<file path="src/rtl/serial_adder_if.sv">
// serial_adder_if: operand/result bundle for serial_adder_fsm; sub exists only with SERIAL_ADDER_SUB_EN
interface serial_adder_if #(
   parameter int WIDTH = 8
);
   logic             start;
   logic [WIDTH-1:0] op_a;
   logic [WIDTH-1:0] op_b;
`ifdef SERIAL_ADDER_SUB_EN
   logic             sub;
`endif
   logic             busy;
   logic             done;
   logic [WIDTH-1:0] result;
   logic             cout;
   logic             ser_sum;
   logic             ser_carry;
   modport master (
      output start, op_a, op_b,
`ifdef SERIAL_ADDER_SUB_EN
      output sub,
`endif
      input  busy, done, result, cout, ser_sum, ser_carry
   );
   modport slave (
      input  start, op_a, op_b,
`ifdef SERIAL_ADDER_SUB_EN
      input  sub,
`endif
      output busy, done, result, cout, ser_sum, ser_carry
   );
endinterface

</file>
<file path="src/rtl/serial_adder_fsm.sv">
// serial_adder_fsm: LSB-first bit-serial adder with a registered Mealy carry stage
// SERIAL_ADDER_SUB_EN adds a sub input (op_a - op_b via ~op_b and carry-in 1)
module serial_adder_fsm #(
   parameter int WIDTH = 8
) (
   input logic           clk,
   input logic           rst,
   serial_adder_if.slave bus
);
   localparam int CW = $clog2(WIDTH);
   typedef enum logic [1:0] {IDLE, SHIFT, DONE} state_t;
   state_t           r_state, w_next;
   logic [WIDTH-1:0] r_a, r_b, r_result;
   logic [CW-1:0]    r_cnt;
   logic             r_carry, r_cout;
   logic             w_sub, w_last, w_sum, w_carry, w_load;
`ifdef SERIAL_ADDER_SUB_EN
   assign w_sub = bus.sub;
`else
   assign w_sub = 1'b0;
`endif
   always_comb begin
      w_next  = r_state;
      w_sum   = 1'b0;
      w_carry = 1'b0;
      w_last  = r_cnt == CW'(WIDTH - 1);
      w_load  = r_state == IDLE && bus.start;
      if (r_state == SHIFT) begin
         w_sum   = r_a[0] ^ r_b[0] ^ r_carry;
         w_carry = (r_a[0] & r_b[0]) | (r_a[0] & r_carry) | (r_b[0] & r_carry);
      end
      w_next = (r_state == IDLE) ? (bus.start ? SHIFT : IDLE) :
               (r_state == SHIFT) ? (w_last ? DONE : SHIFT) : IDLE;
   end
   always_ff @(posedge clk) begin
      if (rst) r_state <= IDLE;
      else     r_state <= w_next;
   end
   always_ff @(posedge clk) begin
      if (rst) begin
         r_a      <= '0;
         r_b      <= '0;
         r_result <= '0;
         r_cout   <= 1'b0;
         r_carry  <= 1'b0;
         r_cnt    <= '0;
      end else if (w_load) begin
         r_a     <= bus.op_a;
         r_b     <= w_sub ? ~bus.op_b : bus.op_b;
         r_carry <= w_sub;
         r_cnt   <= '0;
      end else if (r_state == SHIFT) begin
         r_carry  <= w_carry;
         r_result <= {w_sum, r_result[WIDTH-1:1]};
         r_a      <= r_a >> 1;
         r_b      <= r_b >> 1;
         r_cnt    <= r_cnt + CW'(1);
         if (w_last) r_cout <= w_carry;
      end
   end
   assign bus.busy      = r_state != IDLE;
   assign bus.done      = r_state == DONE;
   assign bus.result    = r_result;
   assign bus.cout      = r_cout;
   assign bus.ser_sum   = w_sum;
   assign bus.ser_carry = w_carry;
endmodule

</file>
<file path="src/flat_wrapper.sv">
// flat-port wrapper written by rule: the top's interface ports become plain ports
module serial_adder_fsm_flat 
#(
   parameter int WIDTH = 8
)
  (clk, rst, bus_start, bus_op_a, bus_op_b, bus_busy, bus_done, bus_result, bus_cout, bus_ser_sum, bus_ser_carry);
  serial_adder_if #(.WIDTH(WIDTH)) bus_i ();
  input logic clk;
  input logic rst;
  input wire logic [$bits(bus_i.start)-1:0] bus_start;
  input wire logic [$bits(bus_i.op_a)-1:0] bus_op_a;
  input wire logic [$bits(bus_i.op_b)-1:0] bus_op_b;
  output wire logic [$bits(bus_i.busy)-1:0] bus_busy;
  output wire logic [$bits(bus_i.done)-1:0] bus_done;
  output wire logic [$bits(bus_i.result)-1:0] bus_result;
  output wire logic [$bits(bus_i.cout)-1:0] bus_cout;
  output wire logic [$bits(bus_i.ser_sum)-1:0] bus_ser_sum;
  output wire logic [$bits(bus_i.ser_carry)-1:0] bus_ser_carry;
  assign bus_i.start = bus_start;
  assign bus_i.op_a = bus_op_a;
  assign bus_i.op_b = bus_op_b;
  assign bus_busy = bus_i.busy;
  assign bus_done = bus_i.done;
  assign bus_result = bus_i.result;
  assign bus_cout = bus_i.cout;
  assign bus_ser_sum = bus_i.ser_sum;
  assign bus_ser_carry = bus_i.ser_carry;
  serial_adder_fsm #(.WIDTH(WIDTH)) u_core (.clk(clk), .rst(rst), .bus(bus_i));
endmodule
</file>
<file path="config.mk">
export PLATFORM = sky130hd
export DESIGN_NAME = serial_adder_fsm_flat
export DESIGN_NICKNAME = d
export VERILOG_FILES = /design/src/rtl/serial_adder_if.sv /design/src/rtl/serial_adder_fsm.sv /design/src/flat_wrapper.sv
export SDC_FILE = /design/constraint.sdc
export NUM_CORES = 1
export LEC_CHECK = 0
export ABC_AREA = 1
export CORE_ASPECT_RATIO = 1.1
export CORE_MARGIN = 1.5
export CORE_UTILIZATION = 37
export DETAILED_ROUTE_END_ITERATION = 12
export GPL_ROUTABILITY_DRIVEN = 1
export GPL_TIMING_DRIVEN = 0
export PLACE_DENSITY = 0.6
export SLEW_MARGIN = 20
export SYNTH_ARGS = -nofsm -noshare
export SYNTH_HDL_FRONTEND = slang
export SYNTH_SLANG_ARGS = --single-unit
</file>
<file path="constraint.sdc">
create_clock -name clk -period 3.35 [get_ports clk]
set_input_delay 0.335 -clock clk [delete_from_list [all_inputs] [get_ports clk]]
set_output_delay 0.335 -clock clk [all_outputs]
set_load 0.05 [all_outputs]
</file>
Word level (Yosys, flattened, before mapping)

Index checks and enable logic that the tools add are counted.

Output and inout bits: 13
Logic and storage cells: 36
Input port bits: 19
Bits in registers: 31

Bitwise operators: 8
Equal/unequal tests: 3
Reduce and logical (&&, ||, !) cells: 7
Muxes and demuxes: 10
Add/sub/neg operators: 1

Operators with widths:

| kind                | number |
|---|---|
| $mux 8              | 4 |
| $mux 2              | 3 |
| $reduce_bool 2->1   | 2 |
| $add 3x1->3 const B | 1 |
| $and 1x1->1         | 3 |
| $eq 3x3->1 const B  | 1 |
| $mux 1              | 3 |
| $reduce_and 3->1    | 1 |
| $eq 2x1->1 const B  | 1 |
| $eq 2x2->1 const B  | 1 |
| $logic_not 2->1     | 1 |
| $or 1x1->1          | 2 |
| $reduce_and 2->1    | 1 |
| $reduce_or 2->1     | 1 |
| $xor 1x1->1         | 2 |
| $logic_and 1x1->1   | 1 |
| $not 1->1           | 1 |

Logic depth before layout (Yosys ltp)

Gate-level depths: netlist of the first run.

Depth after elaboration: 4
Depth in mapped cells: 7
Mapped depth without buffers: 6

Worst setup path after synthesis of the first run

No wires, ideal clock.

Path type: flip-flop to output port
Start: register u_core.r_state[1]
End: output bus_done
Path slack: 1.653 ns
Arrival: 1.362 ns
Path buffers: 1
Cell stages (with the launch flop): 4
Required time: 3.015 ns
Path through: dfxtp_1 -> inv_2 -> buf_2 -> nor2_1

Cells in the longest elaborated chain, start to end: 1

RTL lines:

| element                | RTL line               | source |
|---|---|---|
| from (decl)            | serial_adder_fsm.sv:12 | `state_t r_state, w_next;` |
| from (signal assigned) | serial_adder_fsm.sv:37 | `else r_state <= w_next;` |
| $eq 2x2->1             | serial_adder_fsm.sv:62 | `assign bus.done = r_state == DONE;` |
| to (decl)              | flat_wrapper.sv:14     | `output wire logic [$bits(bus_i.done)-1:0] bus_done;` |

Every way passes these cells.

Final worst setup path of the first run

Start: register u_core.r_carry
End: output bus_ser_sum

Cells in the longest elaborated chain, start to end: 2

RTL lines:

| element                | RTL line               | source |
|---|---|---|
| from (decl)            | serial_adder_fsm.sv:15 | `logic r_carry, r_cout;` |
| from (signal assigned) | serial_adder_fsm.sv:50 | `r_carry <= w_sub;` |
| from (signal assigned) | serial_adder_fsm.sv:53 | `r_carry <= w_carry;` |
| $xor 1x1->1            | serial_adder_fsm.sv:29 | `w_sum = r_a[0] ^ r_b[0] ^ r_carry;` |
| $mux 1                 | serial_adder_fsm.sv:28 | `if (r_state == SHIFT) begin` |
| to (decl)              | flat_wrapper.sv:17     | `output wire logic [$bits(bus_i.ser_sum)-1:0] bus_ser_sum;` |

Every way passes these cells.

==> summary by stage, run 1 <==
Detailed routing
Summing over every cut layer, the via total after detailed routing is 1365. The via density per instance is 4.61. In the final routed layout, each cell accounts on average for 10.4 um. The final layout contains routed wiring with a total length of 3.08 mm. The number of antenna-violating nets in the routed design is 0.

The initial detailed-routing violation count is 60. The DRC violation count after routing is 0. For this run, the detailed router's first-pass iteration total came to 4.

Synth
Ranked by instance count, the synthesized netlist is headed by 46 x sky130_fd_sc_hd__nand2_1, 31 x sky130_fd_sc_hd__dfxtp_1, 27 x sky130_fd_sc_hd__nand3_1. The number of cells produced by synthesis is 206. sky130_fd_sc_hd__dfxtp_1 takes more of the synthesized area than any other cell.

Synthesis instantiated 21 different standard cells from the library. The count of yosys warnings during synthesis is 0. Each instance of the synthesized netlist takes up on average 7.37 sq um. Yosys instantiated no cell more often than sky130_fd_sc_hd__nand2_1. The synthesis-stage register bit count is 31. The number of nets handed over by synthesis was 228. The post-synthesis async set-or-reset flop share is 0%. The synthesized cell area is 1520 sq um.

The portion of synthesized cell area occupied by the leading cell type is 40.9%. The number of flops mapped to enable cells by yosys is 0. The sequential-to-total area share from yosys stat is 40.9%. The prevailing post-synth register cell is sky130_fd_sc_hd__dfxtp_1. In the post-synthesis netlist, the biggest area contributors are sky130_fd_sc_hd__dfxtp_1 41%, sky130_fd_sc_hd__nand2_1 11%, sky130_fd_sc_hd__nand3_1 8.9%.

Clock tree
The clock passes through at most 2 buffers. The clock drives 31 sinks. The CTS tree is yes. The number of gates resized after CTS was 0.

CTS placed an instance of sky130_fd_sc_hd__clkbuf_8 at the clock tree root. In this run the number of H-tree levels came out at 2. After clock tree synthesis, the clock-pin slew on the worst setup and hold paths is 0.07 ns. The post-cts hold buffer count is 0. The later-pin clock latency in the skew report is 0.28 ns.

In this run, CTS created clock tree buffers numbering 5. The number of setup buffers added after CTS is 0.

Die
Measured along the x axis, the die boundary spans 64.1 um. The core region is 3960 sq um. For this design the top-level I/O count stands at 32. From bottom edge to top edge, the die measures 70.2 um. For this configuration, the core starts out at a cell density of 38.3%. The die covers 4500 sq um. The placement row count is 24.

Timing
Measured against its own limit, the worst slew margin works out to 56.0%. Setup violations remaining at the end of the flow were counted as 0. The post-route fraction of the period consumed by the critical path is 71.4%.

The number of pins with negative max-slew slack in the final report is 0. The final number of hold-violating endpoints came to 0. For this run, the top clock speed supported by timing is 0.418 GHz. Across the routed clock network, the largest skew measured is 0.00288 ns.

Setup repair after global routing left no endpoint under its margin. The final sum of negative setup slack is 0 ns. The worst path meets setup with 0.958 ns of slack. The pin slew with the least headroom to its limit is 0.660 ns. Subtracting the final worst setup slack from the clock period gives 2.39 ns.

Layout
The share of the core filled with cells in the final layout is 50.5%. The final-layout fill cell count is 430. The net count of the finished layout is 265.

With fillers left out, the area of the finished cells amounts to 2000 sq um. The repair_antennas step left the layout with diodes totalling 0. From synthesis to final layout, the design area changed by 31.8%. The layout cell share with drive strength beyond 1 is 18.0%.

Flow run
Across the run, the number of max-cap violations was 0.

Placement
During placement, the flow inserted port buffers numbering 30. Detailed placement finished with a half-perimeter wire length of 2.22 mm. At the placement stage, the worst setup path has a slack of 1.26 ns.

Routability-driven placement finished with a final weighted congestion of 0.751. The cell area after placement is 1880 sq um.

Global routing
Entering global routing, the biggest net connects 11 pins. The first global-routing pass estimated 5.52 mm of wire. The overall global routing resource usage is 15.6%.

The number of antenna violations at the first check in global routing was 0. The number of global-route vias before repair is 1303. The total overflow reported by the global router is 0.

Pwr
In this run the static leakage power is 0.892 nW. The power density over the cells is 489 nW/um^2. The design draws 0.000979 W.

The maximum vdd ir drop is 274 uV.

Critical path
Along the worst path, the maximum fanout reaches 2. For the worst setup path, the data required time is 3.01 ns. The critical path capture point type is an output pin. At the worst endpoint, the arrival time is 2.06 ns.

The number of cells on the worst reg-to-reg path is 7. The critical path is of the register to output pin type. The worst setup path is launched from a register.

Hold path
Counting instances, the worst hold path has a depth of 2. The classification of the worst-slack hold path is register to register.

Run status
The flow ran to the end, and the final reports show no timing, DRC or antenna violations.
-- where the power goes --
group / switching, W / total [W] / leakage, nW / internal [W]
clock network: 0.000141 / 0.000381 / 0.0612 / 0.000240
registers: 0.0000161 / 0.000410 / 0.255 / 0.000394
logic: 0.000111 / 0.000188 / 0.576 / 0.0000767
-- metrics by stage --
stage | instances | hold WS [ns]
4_1_cts | 296 | 0.466
6_report | 296 | 0.468
3_5_place_dp | 288 | 0.456
2_1_floorplan | 206 | 0.444
5_1_grt | 296 | 0.487
3_3_place_gp | 288 | 0.455
-- path summary, 6_finish.rpt --
| kind | startpoint | to | slack [ns] |
|---|---|---|---|
| hold reg to reg | u_core.r_a[2]$_SDFFE_PP0P_ | u_core.r_a[2]$_SDFFE_PP0P_ | 0.47 |
| setup / recovery | u_core.r_carry$_SDFFE_PP0N_ | bus_ser_sum | 0.96 |
| hold / removal | u_core.r_a[2]$_SDFFE_PP0P_ | u_core.r_a[2]$_SDFFE_PP0P_ | 0.47 |
| setup reg to reg | u_core.r_state[0]$_SDFF_PP0_ | u_core.r_a[5]$_SDFFE_PP0P_ | 2.07 |
-- state kept, by name (all words and copies together), names as in the netlist --
signal	cells
u_core.bus.cout	1
u_core.bus.result	8
u_core.r_a	8
u_core.r_b	8
u_core.r_carry	1
u_core.r_cnt	3
u_core.r_state	2
-- cells by family (layout without fill, tap and decap cells) --
family | count (synthesis) | after routing | share of synthesized area [%]
adder cells (fa/ha/maj) | 3 | 3 | 2.97
XOR/XNOR | 1 | 1 | 0.577
AO/OA/AOI/OAI | 29 | 29 | 12.8
buffers and inverters | 34 | 72 | 10.8
flip-flops | 31 | 31 | 40.9
AND/OR/NAND/NOR | 108 | 108 | 32.0
-- per-layer routing --
layer / wire [um] / up-vias / GRT usage [%]
met1: 1470 / 603 / 17.8
li1: - / 719 / -
met3: 153 / 5 / 4.35
met2: 1400 / 38 / 26.9
met4: 48 / 0 / 6.76
met5: 0 / - / 0
-- layout by cell type (no fill, tap or decap) --
master	synthesis	final
sky130_fd_sc_hd__a21oi_1	10	10
sky130_fd_sc_hd__bufinv_16	0	1
sky130_fd_sc_hd__nor3_1	1	1
sky130_fd_sc_hd__xor2_1	1	1
sky130_fd_sc_hd__clkbuf_1	2	2
sky130_fd_sc_hd__clkbuf_2	1	1
sky130_fd_sc_hd__fa_1	1	1
sky130_fd_sc_hd__inv_2	1	1
sky130_fd_sc_hd__inv_1	21	21
sky130_fd_sc_hd__o21ai_0	8	8
sky130_fd_sc_hd__nor2_1	20	20
sky130_fd_sc_hd__clkdlybuf4s50_1	0	30
sky130_fd_sc_hd__buf_2	4	4
sky130_fd_sc_hd__dfxtp_1	31	31
sky130_fd_sc_hd__nor2_4	2	2
sky130_fd_sc_hd__a21oi_2	10	10
sky130_fd_sc_hd__o21ai_4	1	1
sky130_fd_sc_hd__clkinv_2	0	1
sky130_fd_sc_hd__nand3_1	27	27
sky130_fd_sc_hd__buf_6	3	3
sky130_fd_sc_hd__nand2_1	46	46
sky130_fd_sc_hd__nand2_2	12	12
sky130_fd_sc_hd__buf_4	2	2
sky130_fd_sc_hd__clkbuf_8	0	6
sky130_fd_sc_hd__ha_1	2	2
-- critical path: stages, from the launching register on --
cell                              delay [ns]
sky130_fd_sc_hd__dfxtp_1                0.33
sky130_fd_sc_hd__fa_1                   0.53
sky130_fd_sc_hd__nand2_1                0.06
sky130_fd_sc_hd__inv_1                  0.06
sky130_fd_sc_hd__clkdlybuf4s50_1        0.79
-- cell type report --
cell class | instances | area, sq um | share of cell area [%]
well taps | 52 | 65.1 | 3.25
plain buffers | 12 | 81.3 | 4.07
repair buffers | 30 | 300 | 15.0
inverters | 22 | 82.6 | 4.13
clock buffers | 6 | 82.6 | 4.13
flip-flops and latches | 31 | 621 | 31.0
clock inverters | 2 | 35.0 | 1.75
multi-input cells | 141 | 733 | 36.6
Power figures use the tool's default switching activity.
==> inputs of run 2 (changes only) <==
--- a/config.mk
+++ b/config.mk
@@ -12,7 +12,7 @@
 export DETAILED_ROUTE_END_ITERATION = 12
 export GPL_ROUTABILITY_DRIVEN = 1
 export GPL_TIMING_DRIVEN = 0
-export PLACE_DENSITY = 0.6
+export PLACE_DENSITY = 0.62
 export SLEW_MARGIN = 20
 export SYNTH_ARGS = -nofsm -noshare
 export SYNTH_HDL_FRONTEND = slang
==> constraint.sdc (replaced) <==
create_clock -name clk -period 2 [get_ports clk]
set_input_delay 0.2 -clock clk [delete_from_list [all_inputs] [get_ports clk]]
set_output_delay 0.2 -clock clk [all_outputs]
set_load 0.05 [all_outputs]
==> run 2 against run 1 <==
Critical path depth increased by 2. Clock skew increased by 0.0011 ns. Non-clock buffer count unchanged. Final cell count unchanged. Sequential cell count unchanged. Global-route usage about the same. Via count decreased by 4.2%. Design area decreased by 2.3%. Register-to-register slack got worse by 1.3 ns. Setup slack got worse by 0.81 ns. First-iteration DRC count decreased by 28%. Die area unchanged. Critical endpoint is now bus_ser_carry.
==> summary by stage, run 2 (synthesis results as in run 1) <==
Run status
The flow ran to the end, and the final reports show no timing, DRC or antenna violations.

Timing
The clock tree skew after final layout came to 0.00401 ns (+0.00114 ns). The final sum of negative setup slack is 0 ns (unchanged). The setup slack after layout came to 0.147 ns (-0.811 ns).

The total setup violations reported at the end of the flow was 0 (unchanged). The final number of hold-violating endpoints is 0 (unchanged). The relative slew slack is 56.8% (+0.77 points).

The pin slew with the least headroom to its limit was 0.648 ns (-0.0116 ns). The number of pins with negative max-slew slack in the final report is 0 (unchanged). For the finished layout, the period the worst path requires is 1.85 ns. The timing-limited maximum frequency is 0.540 GHz. The post-route fraction of the period consumed by the critical path is 92.7%.

Setup repair after global routing left no endpoint under its margin.

Layout
The area taken by multi-input logic gates is 733 sq um (unchanged). The final standard cell count with taps included and fillers excluded is 296 (unchanged). The layout cell share with drive strength beyond 1 is 18.9% (+0.82 points).

The final-layout fill cell count is 417 (-3.0%). The sequential standard cell area is 621 sq um (unchanged). The library cells used most frequently in the layout, excluding fill and tap cells, are 46 x sky130_fd_sc_hd__nand2_1, 31 x sky130_fd_sc_hd__dfxtp_1, 27 x sky130_fd_sc_hd__nand3_1. The share of the core filled with cells in the final layout is 49.3% (-1.2 points). Relative to the synthesized area, the layout overhead comes to 28.8%. The net total in the final layout is 265 (unchanged). The diode insertion count for antenna repair is 0 (unchanged). The most common library cell in the layout ignoring fill and taps is sky130_fd_sc_hd__nand2_1.

Global routing
The first-pass GRT wire length was 5.44 mm (-1.5%). The number of global-route vias before repair is 1247 (-4.3%). The total overflow reported by the global router is 0 (unchanged). The number of antenna violations at the first check in global routing is 0 (unchanged). The overall global routing resource usage was 15.6% (+0.016 points). The largest net degree at the start of global routing is 11 (unchanged).

Clock tree
The tree is rooted in a sky130_fd_sc_hd__clkbuf_8. The number of clock sinks came to 31 (unchanged). The depth of the CTS H-tree came to 2 (unchanged). The maximum buffer depth of the clock tree is 2 (unchanged). The post-cts hold buffer count is 0 (unchanged).

The number of buffers inserted during clock tree synthesis is 5 (unchanged). TritonCTS built the clock tree. The clock transition at the register clock pins on the worst setup and hold paths after CTS is 0.07 ns (about the same). The later-pin clock latency in the skew report is 0.28 ns (about the same).

Pwr
The internal power summed over all cells is 0.00102 W (+44%). The logic gate share of total power came to 21.2% (+2.0 points). The net switching fraction of the power was 30.7% (+3.3 points). The power share of the clock group is 32.4% (-6.5 points). The total chip power is 0.00148 W (+51%). The net switching power is 0.000453 W (+69%). The power density over the cells is 756 nW/um^2 (+54%). The fraction of power consumed by sequential logic came to 46.4% (+4.5 points).

The total leakage power is 0.889 nW (-0.37%). The maximum vdd ir drop is 436 uV (+59%).

Placement
The number of buffers added on ports was 30 (unchanged). The count of placed standard cells including taps is 288 (unchanged). The pre-CTS setup slack is 0.0411 ns (-1.21 ns).

The routability congestion estimate from global placement came to 0.747 (-0.43%). The post-DP HPWL came to 2.19 mm (-1.3%).

Critical path
The arrival time of the worst setup path is 1.65 ns (-0.41 ns). The worst setup path is captured at an output pin. The worst path required time came to 1.80 ns (-1.21 ns). The critical path is of the register to output pin type. The highest net fanout along the worst path is 8 (+6). STA classifies the critical path startpoint as a register.

Detailed routing
The via density per instance was 4.42 (-4.2%). The DRC violation count after routing came to 0 (unchanged). The total vias in the final route is 1308 (-4.2%). The first-pass iteration count of the detailed router is 4 (unchanged).

The initial detailed-routing violation count is 43 (-28%). The routed wire length per instance was 10.4 um (about the same). The number of antenna-violating nets in the routed design is 0 (unchanged). The routed wire length was 3.08 mm (about the same).

Die
The placement row count came to 24 (unchanged). The count of pins on the block boundary is 32 (unchanged). The initial core utilization came to 38.3% (unchanged). The core box area is 3960 sq um (unchanged).

The die height was 70.2 um (unchanged). The die outline area is 4500 sq um (unchanged). The die extent in x is 64.1 um (unchanged).

Hold path
The min-delay analysis places its worst path in the category input port to register.

Flow run
The max-capacitance violation count is 0 (unchanged).
[run 2: cell types whose count changed in the layout (fill, tap and decap cells not counted), sizes merged]
cell and delta:
clkbuf +1, clkinv +2, clkdlybuf4s50 -4, dlygate4sd2 +2, bufinv -1
[run 2: through the flow]
| stage | hold slack, ns | cell area (sq um) |
|---|---|---|
| CTS | 0.349 | 1960 |
| floorplan | 0.343 | 1520 |
| finish | 0.347 | 1950 |
| detailed placement | 0.455 | 1880 |
| global route | 0.396 | 1950 |
| global placement | 0.454 | 1880 |
[run 2: worst paths after layout]
kind | slack, ns | cells after the start | start | to
setup / recovery | 0.15 | 6 | u_core.r_state[0]$_SDFF_PP0_ | bus_ser_carry
hold / removal | 0.35 | 4 | bus_start | u_core.r_a[1]$_SDFFE_PP0P_
setup reg to reg | 0.74 | 6 | u_core.r_state[0]$_SDFF_PP0_ | u_core.r_b[3]$_SDFFE_PP0P_
hold reg to reg | 0.46 | 2 | u_core.r_a[2]$_SDFFE_PP0P_ | u_core.r_a[2]$_SDFFE_PP0P_
[run 2: area by class of cell]
class / instances / share of cell area [%]
plain buffers: 12 / 4.16
clock buffers: 5 / 3.52
clock inverters: 3 / 0.768
inverters: 22 / 4.23
multi-input cells: 141 / 37.5
flip-flops and latches: 31 / 31.8
well taps: 52 / 3.33
repair buffers: 30 / 14.7
[run 2: layer usage]
| layer | GRT usage [%] | share of wire (%) | vias to the layer above |
|---|---|---|---|
| li1 | - | - | 719 |
| met1 | 19.5 | 49 | 550 |
| met2 | 23.8 | 45 | 35 |
| met3 | 5.48 | 5.3 | 4 |
| met4 | 7.25 | 1.1 | 0 |
| met5 | 0 | 0 | - |
[run 2: power groups by stage]
stage / Combinational (W) / Sequential (W) / Clock [W]
global placement: 0.000316 / 0.000699 / 0
global route: 0.000343 / 0.000691 / 0.000523
detailed placement: 0.000318 / 0.000700 / 0
finish: 0.000313 / 0.000686 / 0.000478
CTS: 0.000317 / 0.000686 / 0.000492
floorplan: 0.000176 / 0.000740 / 0
[run 2: timing repair]
action	in CTS	in global routing
pin swaps	0	0
resized for setup	5	3
setup endpoints to repair	4	2
buffers inserted	0	0
cloned	0	0
[run 2: critical path: stages (launching register included)]
cell	delay [ns]
sky130_fd_sc_hd__dfxtp_1	0.33
sky130_fd_sc_hd__buf_6	0.15
sky130_fd_sc_hd__inv_1	0.07
sky130_fd_sc_hd__nor2_4	0.15
sky130_fd_sc_hd__nand2_1	0.10
sky130_fd_sc_hd__inv_1	0.06
sky130_fd_sc_hd__dlygate4sd2_1	0.51
==> inputs of run 3 (changes only) <==
--- a/config.mk
+++ b/config.mk
@@ -6,6 +6,7 @@
 export NUM_CORES = 1
 export LEC_CHECK = 0
 export ABC_AREA = 1
+export CAP_MARGIN = 30
 export CORE_ASPECT_RATIO = 1.1
 export CORE_MARGIN = 1.5
 export CORE_UTILIZATION = 37
==> results of run 3 <==
Final layout, timing and power as in run 2 (identical DEF).
==> patch 1: new RTL, settings of run 1 <==
The 3 states of `state_t` get a one-hot encoding in 3 bits.
--- a/src/rtl/serial_adder_fsm.sv
+++ b/src/rtl/serial_adder_fsm.sv
@@ -9,5 +9,5 @@
 );
    localparam int CW = $clog2(WIDTH);
-   typedef enum logic [1:0] {IDLE, SHIFT, DONE} state_t;
+   typedef enum logic [2:0] {IDLE = 3'b001, SHIFT = 3'b010, DONE = 3'b100} state_t;
    state_t           r_state, w_next;
    logic [WIDTH-1:0] r_a, r_b, r_result;
Formal check against the unedited RTL: same outputs for any inputs over 10 cycles, from zero or initial values and one cycle with rst high; not proved beyond that.
==> patch 1 against run 1 <==
Highest routed layer unchanged; synthesized area up 3.3%; die area up 3.2%; sequential cell count up 1; count of clock-buffer cells in the layout down 1; total power down 6.1%; clock power down 3%; wire length up 23%; setup slack worse by 0.055 ns; cell area up 2.2%.
==> patch 1: results (changes against run 1) <==
Worst hold path
  – Worst hold path cell count: 2 (unchanged)
  – Hold Path Sink: u_core.r_b[7] (was u_core.r_a[2])
  – Min-Delay Startpoint: rst (was u_core.r_a[2])
  – HP Class: in -> reg (was reg -> reg)

Timing
  – Tightest Pin Transition: 0.497 ns (was 0.660 ns)
  – Min Hold Slack: 0.420 ns (was 0.468 ns)
  – Clock skew: 0.00524 ns (was 0.00288 ns)

Critical path
  – R2r setup slk: ~2.1 ns
  – Reg-to-Reg Start: u_core.r_state[2] (was u_core.r_state[0])
  – CP arrival: 2.11 ns (was 2.06 ns)
  – FF-to-FF path depth: 5 (was 7)
  – FF-to-FF End: u_core.r_a[6] (was u_core.r_a[5])
  – Crit path max fanout: 10 (was 2)

Layout
  – # diodes: 0 (unchanged)
  – Layout cells sized above 1: 0.115 (was 0.180)
  – Fin nets: 273 (was 265)
  – # fillers: 428 (was 430)

Clock tree
  – Clock transition at path regs: 0.07 ns (about the same)
  – H-tree depth: 2 (unchanged)
  – Bufs on Longest Clock Path: 2 (unchanged)
  – Clock latency on the worst-skew pair: approximately 0.29 ns
  – Setup Buffers After CTS: 0 (unchanged)
  – Inserted Clock Buffers: 5 (unchanged)
  – Post-CTS Resized: 0 (unchanged)
  – Root Buffer: clkbuf_8 (unchanged)

Yosys
  – Net Count, Synth: 236 (was 228)
  – Top post-synthesis cells by area: dfxtp_1 (41%), nand2_1 (13%), nand4_1 (11%), a21oi_1 (9.3%), nand3_1 (5.4%) (was dfxtp_1 (41%), nand2_1 (11%), nand3_1 (8.9%), a21oi_2 (5.8%), inv_1 (5.2%))
  – Synth cell count leaders: nand2_1 (55), dfxtp_1 (32), a21oi_1 (29) (was nand2_1 (46), dfxtp_1 (31), nand3_1 (27))
  – Post-synth ARST share: 0 (unchanged)
  – Yosys cell types: 21 (unchanged)
  – Synth top area share: 0.409 (about the same)
  – Register area share after synthesis: 0.409 (about the same)
  – Yosys warning count: 0 (unchanged)

Pwr
  – Worst VDD drop: 0.000259 V (was 0.000274 V)
  – Pleak: 0.000869 uW (was 0.000892 uW)

Route
  – Initial DRC Count: 124 (was 60)
  – Final wirelength: 3770 um (was 3080 um)
  – Vias per std cell: 4.98 (was 4.61)
  – First-pass iteration count of the detailed router: 4 (unchanged)

Run status
  – Status: completed (unchanged)

GRT
  – Largest net degree at the start of global routing: 12 (was 11)
  – Number of global-route vias before repair: 1422 (was 1303)
  – First-pass GRT wire length: 6300 um (was 5520 um)
  – GR Util All Layers: 0.178 (was 0.156)
  – Initial antenna violation count: 0 (unchanged)

Place
  – Placed wire-length estimate: 2570 um (was 2220 um)
  – Routability congestion estimate: 0.764 (was 0.751)
  – IO Port Bufs: 30 (unchanged)
patch 1: changes by cell type after synthesis, moves of 6 or more:
cell     delta
nand2_2    -12
nand2_1     +9
a21oi_2    -10
nand4_1    +28
a21oi_1    +19
o21ai_0     -7
nand3_1    -10
nor2_1     -18
buf_2       +6
patch 1: metal layers:
metal  track usage  part of all wire  up-vias
met1         0.225              0.47      676
met3        0.0440             0.057        6
met5             0                 0        -
li1              -                 -      792
met4        0.0880             0.020        0
met2         0.283              0.46       40
patch 1: cells by family after synthesis:
family | after synthesis | share of synthesized area
simple gates | 108 | 0.343
buf+inv | 40 | 0.121
flops | 32 | 0.409
compound gates | 31 | 0.0990
fa+ha+maj | 3 | 0.0287
patch 1: worst max-delay path by stage:
stage                            startpoint           to  slack [ns]
after floorplan           u_core.r_state[1]     bus_done        1.34
after global placement    u_core.r_state[0]  bus_ser_sum        1.21
after detailed placement  u_core.r_state[0]  bus_ser_sum        1.22
after CTS                 u_core.r_state[0]  bus_ser_sum        0.88
after global routing      u_core.r_state[0]  bus_ser_sum        0.78
final                     u_core.r_state[0]  bus_ser_sum        0.90
patch 1: worst max-delay path, cell delays in order (launching register included):
cell and delay [ns]:
dfxtp_1 0.32, inv_2 0.16, nand3_2 0.14, inv_2 0.10, buf_4 0.17, nand2_1 0.08, inv_1 0.06, clkdlybuf4s50_1 0.79
patch 1: area by class of cell:
type	count	area, sq um	share of cell area
Sequential cell	32	641	0.313
Timing Repair Buffer	30	300	0.147
Clock inverter	3	42.5	0.0208
Buffer	18	106	0.0520
Inverter	22	82.6	0.0404
Tap cell	52	65.1	0.0318
Multi-Input combinational cell	142	738	0.361
Clock buffer	5	68.8	0.0337
patch 1: per-stage QoR:
stage / cell area [sq um] / worst slack [ns] / power, uW / cells
2_1_floorplan: 1570 / 1.34 / 510 / 214
3_3_place_gp: 1930 / 1.21 / 557 / 296
3_5_place_dp: 1930 / 1.22 / 558 / 296
4_1_cts: 2040 / 0.881 / 930 / 304
5_1_grt: 2040 / 0.780 / 963 / 304
6_report: 2040 / 0.902 / 919 / 304
patch 1: report_power, final:
| group | leakage, uW | switching (uW) | internal, uW | total [uW] |
|---|---|---|---|---|
| Clock | 0.0000541 | 151 | 220 | 371 |
| Combinational | 0.000554 | 78.7 | 58.8 | 137 |
| Sequential | 0.000262 | 10.5 | 401 | 411 |
| Total | 0.000869 | 240 | 679 | 919 |
==> patch 2: new RTL, settings of run 1 <==
Without the edit above. `WIDTH` is set to 8 in 3 places; all go to 4.
--- a/src/rtl/serial_adder_if.sv
+++ b/src/rtl/serial_adder_if.sv
@@ -1,5 +1,5 @@
 // serial_adder_if: operand/result bundle for serial_adder_fsm; sub exists only with SERIAL_ADDER_SUB_EN
 interface serial_adder_if #(
-   parameter int WIDTH = 8
+   parameter int WIDTH = 4
 );
    logic             start;
--- a/src/rtl/serial_adder_fsm.sv
+++ b/src/rtl/serial_adder_fsm.sv
@@ -2,5 +2,5 @@
 // SERIAL_ADDER_SUB_EN adds a sub input (op_a - op_b via ~op_b and carry-in 1)
 module serial_adder_fsm #(
-   parameter int WIDTH = 8
+   parameter int WIDTH = 4
 ) (
    input logic           clk,
--- a/src/flat_wrapper.sv
+++ b/src/flat_wrapper.sv
@@ -2,5 +2,5 @@
 module serial_adder_fsm_flat 
 #(
-   parameter int WIDTH = 8
+   parameter int WIDTH = 4
 )
   (clk, rst, bus_start, bus_op_a, bus_op_b, bus_busy, bus_done, bus_result, bus_cout, bus_ser_sum, bus_ser_carry);
Interface: changed (resized bus_op_a, bus_op_b and bus_result); port bits go from 32 to 20. The function was not compared with the original's and may differ.
==> patch 2 against run 1 <==
Combinational power fell by 47%; critical path depth did not move; setup slack got worse by 0.058 ns; cell area fell by 46%; hold slack got worse by 0.020 ns; total power fell by 52%; synthesized area fell by 45%; largest cell class unchanged; sequential cell count fell by 13; clock power fell by 65%; wire length fell by 44%.
==> patch 2: results (changes against run 1) <==
GRT
  – GR Util All Layers: 0.159 (was 0.156)
  – First-pass GRT wire length: 2860 um (was 5520 um)

Place
  – IO Port Bufs: 18 (was 30)
  – Worst slack, placed: 1.22 ns (was 1.26 ns)
  – Placed wire-length estimate: 1270 um (was 2220 um)
  – Routability congestion estimate: 0.747 (was 0.751)

Clock tree
  – H-tree depth: 1 (was 2)
  – Clock transition at path regs: 0.10 ns (was 0.07 ns)
  – Root Buffer: clkbuf_4 (was clkbuf_8)
  – Inserted Clock Buffers: 3 (was 5)

Run status
  – Status: completed (unchanged)

Timing
  – Slew Limit Headroom: 0.666 (was 0.560)

Critical path
  – FF-to-FF End: u_core.bus.result[3] (was u_core.r_a[5])
  – FF-to-FF path depth: 3 (was 7)
  – Reg-to-Reg Start: u_core.r_carry (was u_core.r_state[0])
  – CP arrival: 2.12 ns (was 2.06 ns)

Route
  – Final wirelength: 1710 um (was 3080 um)
  – Vias post-DR: 752 (was 1365)
  – Initial DRC Count: 9 (was 60)

Yosys
  – Compound-Gate Fraction of Synth Area: 0.110 (was 0.128)
  – Yosys cell types: 20 (was 21)
  – Top post-synthesis cells by area: dfxtp_1 (43%), nand2_1 (13%), a21oi_1 (6.6%), nand3_1 (6.6%), nor2_1 (5.4%) (was dfxtp_1 (41%), nand2_1 (11%), nand3_1 (8.9%), a21oi_2 (5.8%), inv_1 (5.2%))
  – Synth cell count leaders: nand2_1 (28), dfxtp_1 (18), nor2_1 (12) (was nand2_1 (46), dfxtp_1 (31), nand3_1 (27))
  – Register area share after synthesis: 0.432 (was 0.409)
  – Net Count, Synth: 125 (was 228)
  – Adder-cell share of the synthesized area: 0.0390 (was 0.0297)
  – Xor/xnor share of the synthesized area: 0.0105 (was 0.00577)

Layout
  – # fillers: 216 (was 430)
  – Fin nets: 148 (was 265)
  – # diodes: 0 (unchanged)
  – Layout cells sized above 1: 0.119 (was 0.180)

Pwr
  – Reg power frac: 0.501 (was 0.419)
  – Worst VDD drop: 0.000290 V (was 0.000274 V)
  – Pint: 332 uW (was 711 uW)

Worst hold path
  – HP Class: in -> reg (was reg -> reg)
  – Worst hold path cell count: 3 (was 2)
  – Min-Delay Startpoint: bus_start (was u_core.r_a[2])
-- patch 2: changes by cell type after synthesis, moves of 3 or more --
cell | before | now
buf_2 | 4 | 1
nand2_1 | 46 | 28
inv_1 | 21 | 9
nand3_1 | 27 | 11
a21oi_2 | 10 | 0
nor2_1 | 20 | 12
o21ai_0 | 8 | 0
nand2_2 | 12 | 2
dfxtp_1 | 31 | 18
o21ai_1 | 0 | 4
-- patch 2: layout make-up --
class,count,area [sq um],area share
multi-input cells,77,400,0.369
flip-flops and latches,18,360,0.332
repair buffers,18,180,0.166
inverters,14,52.6,0.0484
clock buffers,4,36.3,0.0334
well taps,28,35.0,0.0323
plain buffers,3,20.0,0.0185
-- patch 2: per-stage QoR --
stage                     hold slack, ns   util  std cells  cell area [sq um]  power (uW)
after floorplan                    0.404      -        112                833         307
after global placement             0.455  0.508        158               1050         339
after detailed placement           0.460  0.508        158               1050         340
after CTS                          0.437  0.526        162               1080         473
after global routing               0.458  0.526        162               1080         492
final                              0.448  0.526        162               1080         468
-- patch 2: metal layers --
layer | routed length, um | track usage | vias up
met1 | 789 | 0.189 | 333
met3 | 80 | 0.0207 | 2
met2 | 825 | 0.268 | 21
met4 | 17 | 0.0811 | 0
li1 | - | - | 396
met5 | 0 | 0 | -
-- patch 2: tightest hold or removal path: stages --
cell and delay (ns):
buf_2 0.17, nand2_4 0.13, a21oi_1 0.07
-- patch 2: power groups by stage --
stage | Clock (uW) | Sequential [uW] | Combinational [uW]
after floorplan | 0 | 251 | 55.6
after CTS | 137 | 235 | 101
after detailed placement | 0 | 239 | 101
after global routing | 146 | 236 | 110
after global placement | 0 | 239 | 99.6
final | 134 | 235 | 100
